==> config.mk <==
export PLATFORM = sky130hd
export DESIGN_NAME = mem_bus_master_flat
export DESIGN_NICKNAME = d
export VERILOG_FILES = /design/src/rtl/mem_bus_master_if.sv /design/src/rtl/mem_bus_master.sv /design/src/flat_wrapper.sv
export SDC_FILE = /design/constraint.sdc
export NUM_CORES = 1
export LEC_CHECK = 0
export BUFFER_PORTS_ARGS = -buffer_cell sky130_fd_sc_hd__buf_2
export CORE_UTILIZATION = 58
export CTS_CLUSTER_DIAMETER = 50
export CTS_CLUSTER_SIZE = 24
export DETAILED_ROUTE_END_ITERATION = 10
export PLACE_DENSITY = 0.86
export REMOVE_ABC_BUFFERS = 1
export SLEW_MARGIN = 15
export SYNTH_ARGS = -nofsm -noshare
export SYNTH_HDL_FRONTEND = slang
export SYNTH_SLANG_ARGS = --single-unit
==> constraint.sdc <==
create_clock -name clk -period 3.9 [get_ports clk]
set_input_delay 0.585 -clock clk [delete_from_list [all_inputs] [get_ports clk]]
set_output_delay 0.585 -clock clk [all_outputs]
set_load 0.05 [all_outputs]
==> src/rtl/mem_bus_master_if.sv <==
// rtl/mem_bus_master_if.sv - cache request/response and C2 bus signal bundle
// master: view of the bus master itself; slave: view of the cache controller
// and memory model that surround it.
interface mem_bus_master_if #(
  parameter int ADDR_W    = 15,
  parameter int BUS_SIZE  = 16,
  parameter int LINE_BITS = 128
);
  logic                 req_valid;
  logic                 req_ready;
  logic                 req_write;
  logic [ADDR_W-1:0]    req_addr;
  logic [LINE_BITS-1:0] req_wdata;
  logic                 resp_valid;
  logic [LINE_BITS-1:0] resp_rdata;
  logic                 resp_err;
  logic [ADDR_W-1:0]    c2_addr;
  logic [1:0]           c2_cmd_out;
  logic [1:0]           c2_cmd_in;
  logic [BUS_SIZE-1:0]  c2_dout;
  logic [BUS_SIZE-1:0]  c2_din;

  modport master (
    input  req_valid, req_write, req_addr, req_wdata, c2_cmd_in, c2_din,
    output req_ready, resp_valid, resp_rdata, resp_err, c2_addr, c2_cmd_out, c2_dout
  );

  modport slave (
    output req_valid, req_write, req_addr, req_wdata, c2_cmd_in, c2_din,
    input  req_ready, resp_valid, resp_rdata, resp_err, c2_addr, c2_cmd_out, c2_dout
  );
endinterface

==> src/rtl/mem_bus_master.sv <==
// rtl/mem_bus_master.sv - cache-side C2 bus master, one line transaction at a time
// Turns a 128-bit line fill or write-back into 16-bit C2 beats.
// Optional watchdog: define MEM_TIMEOUT_EN to end stalled transfers with resp_err.
module mem_bus_master #(
  parameter int MEM_ADDR_SIZE     = 19,
  parameter int CACHE_OFFSET_SIZE = 4,
  parameter int BUS_SIZE          = 16,
  parameter int CACHE_LINE_SIZE   = 16,
  parameter int TIMEOUT_CYCLES    = 64
) (
  input  logic             clk,
  input  logic             reset,
  mem_bus_master_if.master bus
);
  localparam int ADDR_W    = MEM_ADDR_SIZE - CACHE_OFFSET_SIZE;
  localparam int LINE_BITS = CACHE_LINE_SIZE * 8;
  localparam int BEATS     = LINE_BITS / BUS_SIZE;
  localparam int CNT_W     = $clog2(BEATS);
  localparam logic [CNT_W-1:0] LAST_BEAT = CNT_W'(BEATS - 1);

  localparam logic [1:0] C2_NOP      = 2'd0;
  localparam logic [1:0] C2_RESPONSE = 2'd1;
  localparam logic [1:0] C2_READ     = 2'd2;
  localparam logic [1:0] C2_WRITE    = 2'd3;

  typedef enum logic [2:0] {IDLE, RD_CMD, RD_DATA, WR_DATA, WR_WAIT, DONE} state_t;

  state_t               state, state_n;
  logic [CNT_W-1:0]     cnt;
  logic [ADDR_W-1:0]    addr_q;
  logic [LINE_BITS-1:0] wdata_q;
  logic [LINE_BITS-1:0] rdata_q;
  logic [1:0]           cmd;
  logic                 accept;
  logic                 rsp;
  logic                 timeout;

  assign accept = bus.req_valid && (state == IDLE);
  assign rsp    = (bus.c2_cmd_in == C2_RESPONSE);

`ifdef MEM_TIMEOUT_EN
  localparam int TO_W = $clog2(TIMEOUT_CYCLES);
  localparam logic [TO_W-1:0] TO_LAST = TO_W'(TIMEOUT_CYCLES - 1);

  logic [TO_W-1:0] to_cnt;
  logic            err_q;
  logic            waiting;

  assign waiting = (state == RD_DATA) || (state == WR_WAIT);
  assign timeout = waiting && !rsp && (to_cnt == TO_LAST);

  // Watchdog: counts silent cycles while waiting on memory, any RESPONSE restarts it
  always_ff @(posedge clk or negedge reset) begin
    if (!reset) begin
      to_cnt <= '0;
      err_q  <= 1'b0;
    end else begin
      to_cnt <= (waiting && !rsp) ? to_cnt + 1'b1 : '0;
      if (accept)
        err_q <= 1'b0;
      else if (timeout)
        err_q <= 1'b1;
    end
  end

  assign bus.resp_err = (state == DONE) && err_q;
`else
  logic unused_timeout_cycles;
  assign unused_timeout_cycles = ^TIMEOUT_CYCLES;
  assign timeout      = 1'b0;
  assign bus.resp_err = 1'b0;
`endif

  // State register; reset aborts any transfer and parks the bus at NOP
  always_ff @(posedge clk or negedge reset) begin
    if (!reset)
      state <= IDLE;
    else
      state <= state_n;
  end

  // Next-state and C2 command decode
  always_comb begin
    state_n = state;
    cmd     = C2_NOP;
    case (state)
      IDLE: begin
        if (accept)
          state_n = bus.req_write ? WR_DATA : RD_CMD;
      end
      RD_CMD: begin
        cmd     = C2_READ;
        state_n = RD_DATA;
      end
      RD_DATA: begin
        cmd = C2_READ;
        if ((rsp && (cnt == LAST_BEAT)) || timeout)
          state_n = DONE;
      end
      WR_DATA: begin
        cmd = C2_WRITE;
        if (cnt == LAST_BEAT)
          state_n = WR_WAIT;
      end
      WR_WAIT: begin
        if (rsp || timeout)
          state_n = DONE;
      end
      DONE: begin
        state_n = IDLE;
      end
      default: begin
        state_n = IDLE;
      end
    endcase
  end

  // Request latch, beat counter and read-line assembly
  always_ff @(posedge clk or negedge reset) begin
    if (!reset) begin
      cnt     <= '0;
      addr_q  <= '0;
      wdata_q <= '0;
      rdata_q <= '0;
    end else begin
      if (accept) begin
        addr_q  <= bus.req_addr;
        wdata_q <= bus.req_wdata;
        // A fill starts from a clean line so a timed-out read returns zeros in missing beats
        if (!bus.req_write)
          rdata_q <= '0;
      end
      if ((state == RD_DATA) && rsp) begin
        rdata_q[int'(cnt)*BUS_SIZE +: BUS_SIZE] <= bus.c2_din;
        cnt <= cnt + 1'b1;
      end
      if (state == WR_DATA)
        cnt <= cnt + 1'b1;
      if (timeout)
        cnt <= '0;
    end
  end

  assign bus.req_ready  = (state == IDLE);
  assign bus.resp_valid = (state == DONE);
  assign bus.resp_rdata = rdata_q;
  assign bus.c2_addr    = addr_q;
  assign bus.c2_cmd_out = cmd;
  assign bus.c2_dout    = (state == WR_DATA) ? wdata_q[int'(cnt)*BUS_SIZE +: BUS_SIZE] : '0;
endmodule

==> src/flat_wrapper.sv <==
// flat-port wrapper written by rule: the top's interface ports become plain ports
module mem_bus_master_flat 
#(
  parameter int MEM_ADDR_SIZE     = 19,
  parameter int CACHE_OFFSET_SIZE = 4,
  parameter int BUS_SIZE          = 16,
  parameter int CACHE_LINE_SIZE   = 16,
  parameter int TIMEOUT_CYCLES    = 64
)
  (clk, reset, bus_req_valid, bus_req_write, bus_req_addr, bus_req_wdata, bus_c2_cmd_in, bus_c2_din, bus_req_ready, bus_resp_valid, bus_resp_rdata, bus_resp_err, bus_c2_addr, bus_c2_cmd_out, bus_c2_dout);
  mem_bus_master_if #(.ADDR_W((15)), .BUS_SIZE(BUS_SIZE), .LINE_BITS((128))) bus_i ();
  input  logic clk;
  input  logic reset;
  input wire logic [$bits(bus_i.req_valid)-1:0] bus_req_valid;
  input wire logic [$bits(bus_i.req_write)-1:0] bus_req_write;
  input wire logic [$bits(bus_i.req_addr)-1:0] bus_req_addr;
  input wire logic [$bits(bus_i.req_wdata)-1:0] bus_req_wdata;
  input wire logic [$bits(bus_i.c2_cmd_in)-1:0] bus_c2_cmd_in;
  input wire logic [$bits(bus_i.c2_din)-1:0] bus_c2_din;
  output wire logic [$bits(bus_i.req_ready)-1:0] bus_req_ready;
  output wire logic [$bits(bus_i.resp_valid)-1:0] bus_resp_valid;
  output wire logic [$bits(bus_i.resp_rdata)-1:0] bus_resp_rdata;
  output wire logic [$bits(bus_i.resp_err)-1:0] bus_resp_err;
  output wire logic [$bits(bus_i.c2_addr)-1:0] bus_c2_addr;
  output wire logic [$bits(bus_i.c2_cmd_out)-1:0] bus_c2_cmd_out;
  output wire logic [$bits(bus_i.c2_dout)-1:0] bus_c2_dout;
  assign bus_i.req_valid = bus_req_valid;
  assign bus_i.req_write = bus_req_write;
  assign bus_i.req_addr = bus_req_addr;
  assign bus_i.req_wdata = bus_req_wdata;
  assign bus_i.c2_cmd_in = bus_c2_cmd_in;
  assign bus_i.c2_din = bus_c2_din;
  assign bus_req_ready = bus_i.req_ready;
  assign bus_resp_valid = bus_i.resp_valid;
  assign bus_resp_rdata = bus_i.resp_rdata;
  assign bus_resp_err = bus_i.resp_err;
  assign bus_c2_addr = bus_i.c2_addr;
  assign bus_c2_cmd_out = bus_i.c2_cmd_out;
  assign bus_c2_dout = bus_i.c2_dout;
  mem_bus_master #(.MEM_ADDR_SIZE(MEM_ADDR_SIZE), .CACHE_OFFSET_SIZE(CACHE_OFFSET_SIZE), .BUS_SIZE(BUS_SIZE), .CACHE_LINE_SIZE(CACHE_LINE_SIZE), .TIMEOUT_CYCLES(TIMEOUT_CYCLES)) u_core (.clk(clk), .reset(reset), .bus(bus_i));
endmodule
==> run summary <==
Run status - completed
Post-Syn Area - 12800 um^2
Area after DPL - 14400 um^2
Final setup margin - 0.467 ns
WP buf/inv - 2
Number of I/O pins - 329
Multi-input logic area - 5210 um^2
Design area - 15400 um^2
Count leader, synth - nand2_1
Htree depth - 1
Largest net degree at the start of global routing - 130
Register area - 6940 um^2
LEAKAGE - 9.16 nW
Critical path cell sequence - buf_4, mux2i_1, a22oi_1, and3_1, buf_2
WL final - 33700 um
Clock Tree Root - clkbuf_16
Proportion of layout cells with a drive suffix above 1 - 0.263
Post-synth top area share - 0.542
# fillers - 1567
Vias in the first global route - 10400
Initial antenna violation count - 3
Port Buf Inserts - 327
Vias per cell - 5.58
Vias - 10400
Placer Congestion - 0.841
Initial Utilization - 0.600
RSZ-0062 raised after global routing - false
Total negative slack - 0 ns
Synth Flop Type - dfrtp_1
Ys Warns - 0
Worst VDD drop - 0.000502 V
Yosys reg bits - 277
Largest area contributor in the netlist - dfrtp_1
CTS clock-pin slew for the worst setup and hold paths - 0.08 ns
Syn_area_per_cell - 9.93 um^2
Crit Path Max Fanout - 40
FMAX - 291 MHz
Placed Cells - 1815
Hold_buf cts - 0
Sequential share of the synthesized area - 0.542
Final Hold Fails - 0
R2R depth - 6
Hold Crit Class - in -> async
DRT Pass-1 Iters - 5
Worst r2r src - u_core.cnt[0]
Slew margin rel. - 0.246
EDFF count, synth - 0
Detailed Route Iter0 Violations - 616
Critical path class - reg -> out
Fin crit share - 0.880
Fin crit period - 3.43 ns
Clk_lat worst skew - 0.55 ns
Final Util - 0.721
HPWL after DPL - 22600 um
DRT antenna net count - 0
Unique masters post-synth - 41
Slowest Stage Delay on Critical Path - 0.78 ns
Bufs on Longest Clock Path - 3
DIE AREA - 22600 um^2
Worst EP required - 3.31 ns
Slew Viols, Final - 0
# rows - 53
Worst r2r dst - u_core.bus.resp_rdata[58]
Area delta synth->final - 20.2%
WL/cell - 18.0 um
Final Non-Filler Cells - 1871
Die width - 150 um
Setup Buffers After CTS - 0
DRC viols - 0
Area contributors post-synth - dfrtp_1, mux2i_1, nand2_1
Clk_skew - 0.0271 ns
Grt ovf - 0
GRT Total Usage - 0.297
CTS tree - done
Arrival time of the worst setup path - 2.85 ns
# setup viols final - 0
Fraction of registers with async set or reset after synthesis - 1.00
First-pass GRT wire length - 52700 um
Die H - 150 um
Core box area - 21300 um^2
Final net count - 1741
Kind of cell adding the most delay to the critical path - buffers and inverters
Number of max-cap violations - 0
Setup WS pre-CTS - 0.803 ns
Worst Setup End Kind - output port
Cell Pwr Density - 854 nW/um^2
Post-CTS sizing - 0
CTS sink count - 277
Flop-to-flop setup slack - 0.81 ns
Post-synth top cells - nand2_1, dfrtp_1, mux2i_1
CP startpoint kind - register
Number of CTS-inserted buffers - 29
Cells after synthesis - 1287
Crit-path slowest cell - dfrtp_4
Worst-Margin Slew - 1.13 ns
placed cells by master (no fill, tap or decap), drive strengths merged, types with 2 or more instances in the layout:
master    synthesis  layout
nand2           461     461
buf              50     346
dfrtp           277     277
mux2i           188     188
o21ai           130     130
a22oi            32      32
clkbuf           43      32
inv              19      31
nand2b           17      17
and3             15      15
nor2b             8       8
clkinv            0       8
nor2              7       7
mux2              6       6
nand3             6       6
ha                5       5
nand4             4       4
diode             0       2
a211oi            2       2
clkinvlp          0       2
kinds of logic after synthesis:
logic type                 Yosys count  share of synthesized area
and+or+nand+nor                    529                      0.175
DFF                                277                      0.542
muxes                              194                      0.153
AOI/OAI and AO/OA                  168                     0.0733
buffers and inverters              112                     0.0509
adders and majority gates            5                    0.00489
other                                1                   0.000293
xor gates and xnor gates             1                   0.000685
power breakdown:
group / internal (mW) / total, mW / switching (mW)
Sequential: 3.95 / 4.66 / 0.704
Clock: 1.45 / 2.73 / 1.28
Combinational: 1.69 / 5.73 / 4.04
Total: 7.10 / 13.1 / 6.02
flip-flops by register name, summed over array words and instances, names as in the netlist:
signal	flops
u_core.state	3
u_core.bus.c2_addr	15
u_core.bus.resp_rdata	128
u_core.wdata_q	128
u_core.cnt	3
worst reg2reg max path, stage by stage (launching register included):
cell     delay, ns
dfrtp_4       0.78
inv_1         0.18
ha_1          0.26
ha_1          0.31
nor2b_1       0.55
nand3_2       0.58
mux2i_1       0.35
stage by stage:
stage	hold slack [ns]	total power, mW
floorplan	0.289	8.84
global placement	0.453	10.2
detailed placement	0.457	10.4
CTS	0.116	13.1
global route	0.106	13.8
finish	0.0273	13.1
how the worst max path moves through the flow:
stage                    start                         to  slack (ns)  cells past startpoint
4_1_cts          u_core.cnt[0]             bus_c2_dout[4]        0.47                      5
2_1_floorplan  u_core.state[1]      u_core.bus.c2_addr[0]       -7.59                      3
5_1_grt          u_core.cnt[0]             bus_c2_dout[0]        0.33                      5
3_3_place_gp     u_core.cnt[0]  u_core.bus.resp_rdata[25]        0.98                      6
6_report         u_core.cnt[0]             bus_c2_dout[4]        0.47                      5
3_5_place_dp     u_core.cnt[0]  u_core.bus.resp_rdata[22]        0.80                      6
final cells by class:
| type | count | share of cell area |
|---|---|---|
| antenna | 2 | 0.000326 |
| clock buffer | 32 | 0.0486 |
| clock inverter | 22 | 0.0134 |
| inverter | 19 | 0.00464 |
| multi-input combinational | 898 | 0.339 |
| sequential | 277 | 0.452 |
| tap | 275 | 0.0224 |
| timing repair buffer | 346 | 0.120 |
layer usage:
layer / up-vias / track usage / share of wire
met5: - / 0 / 0.00039
met4: 2 / 0.158 / 0.051
met3: 109 / 0.0485 / 0.061
met2: 423 / 0.474 / 0.48
met1: 5074 / 0.389 / 0.41
li1: 4836 / - / -
(Power assumes the default switching activity.)
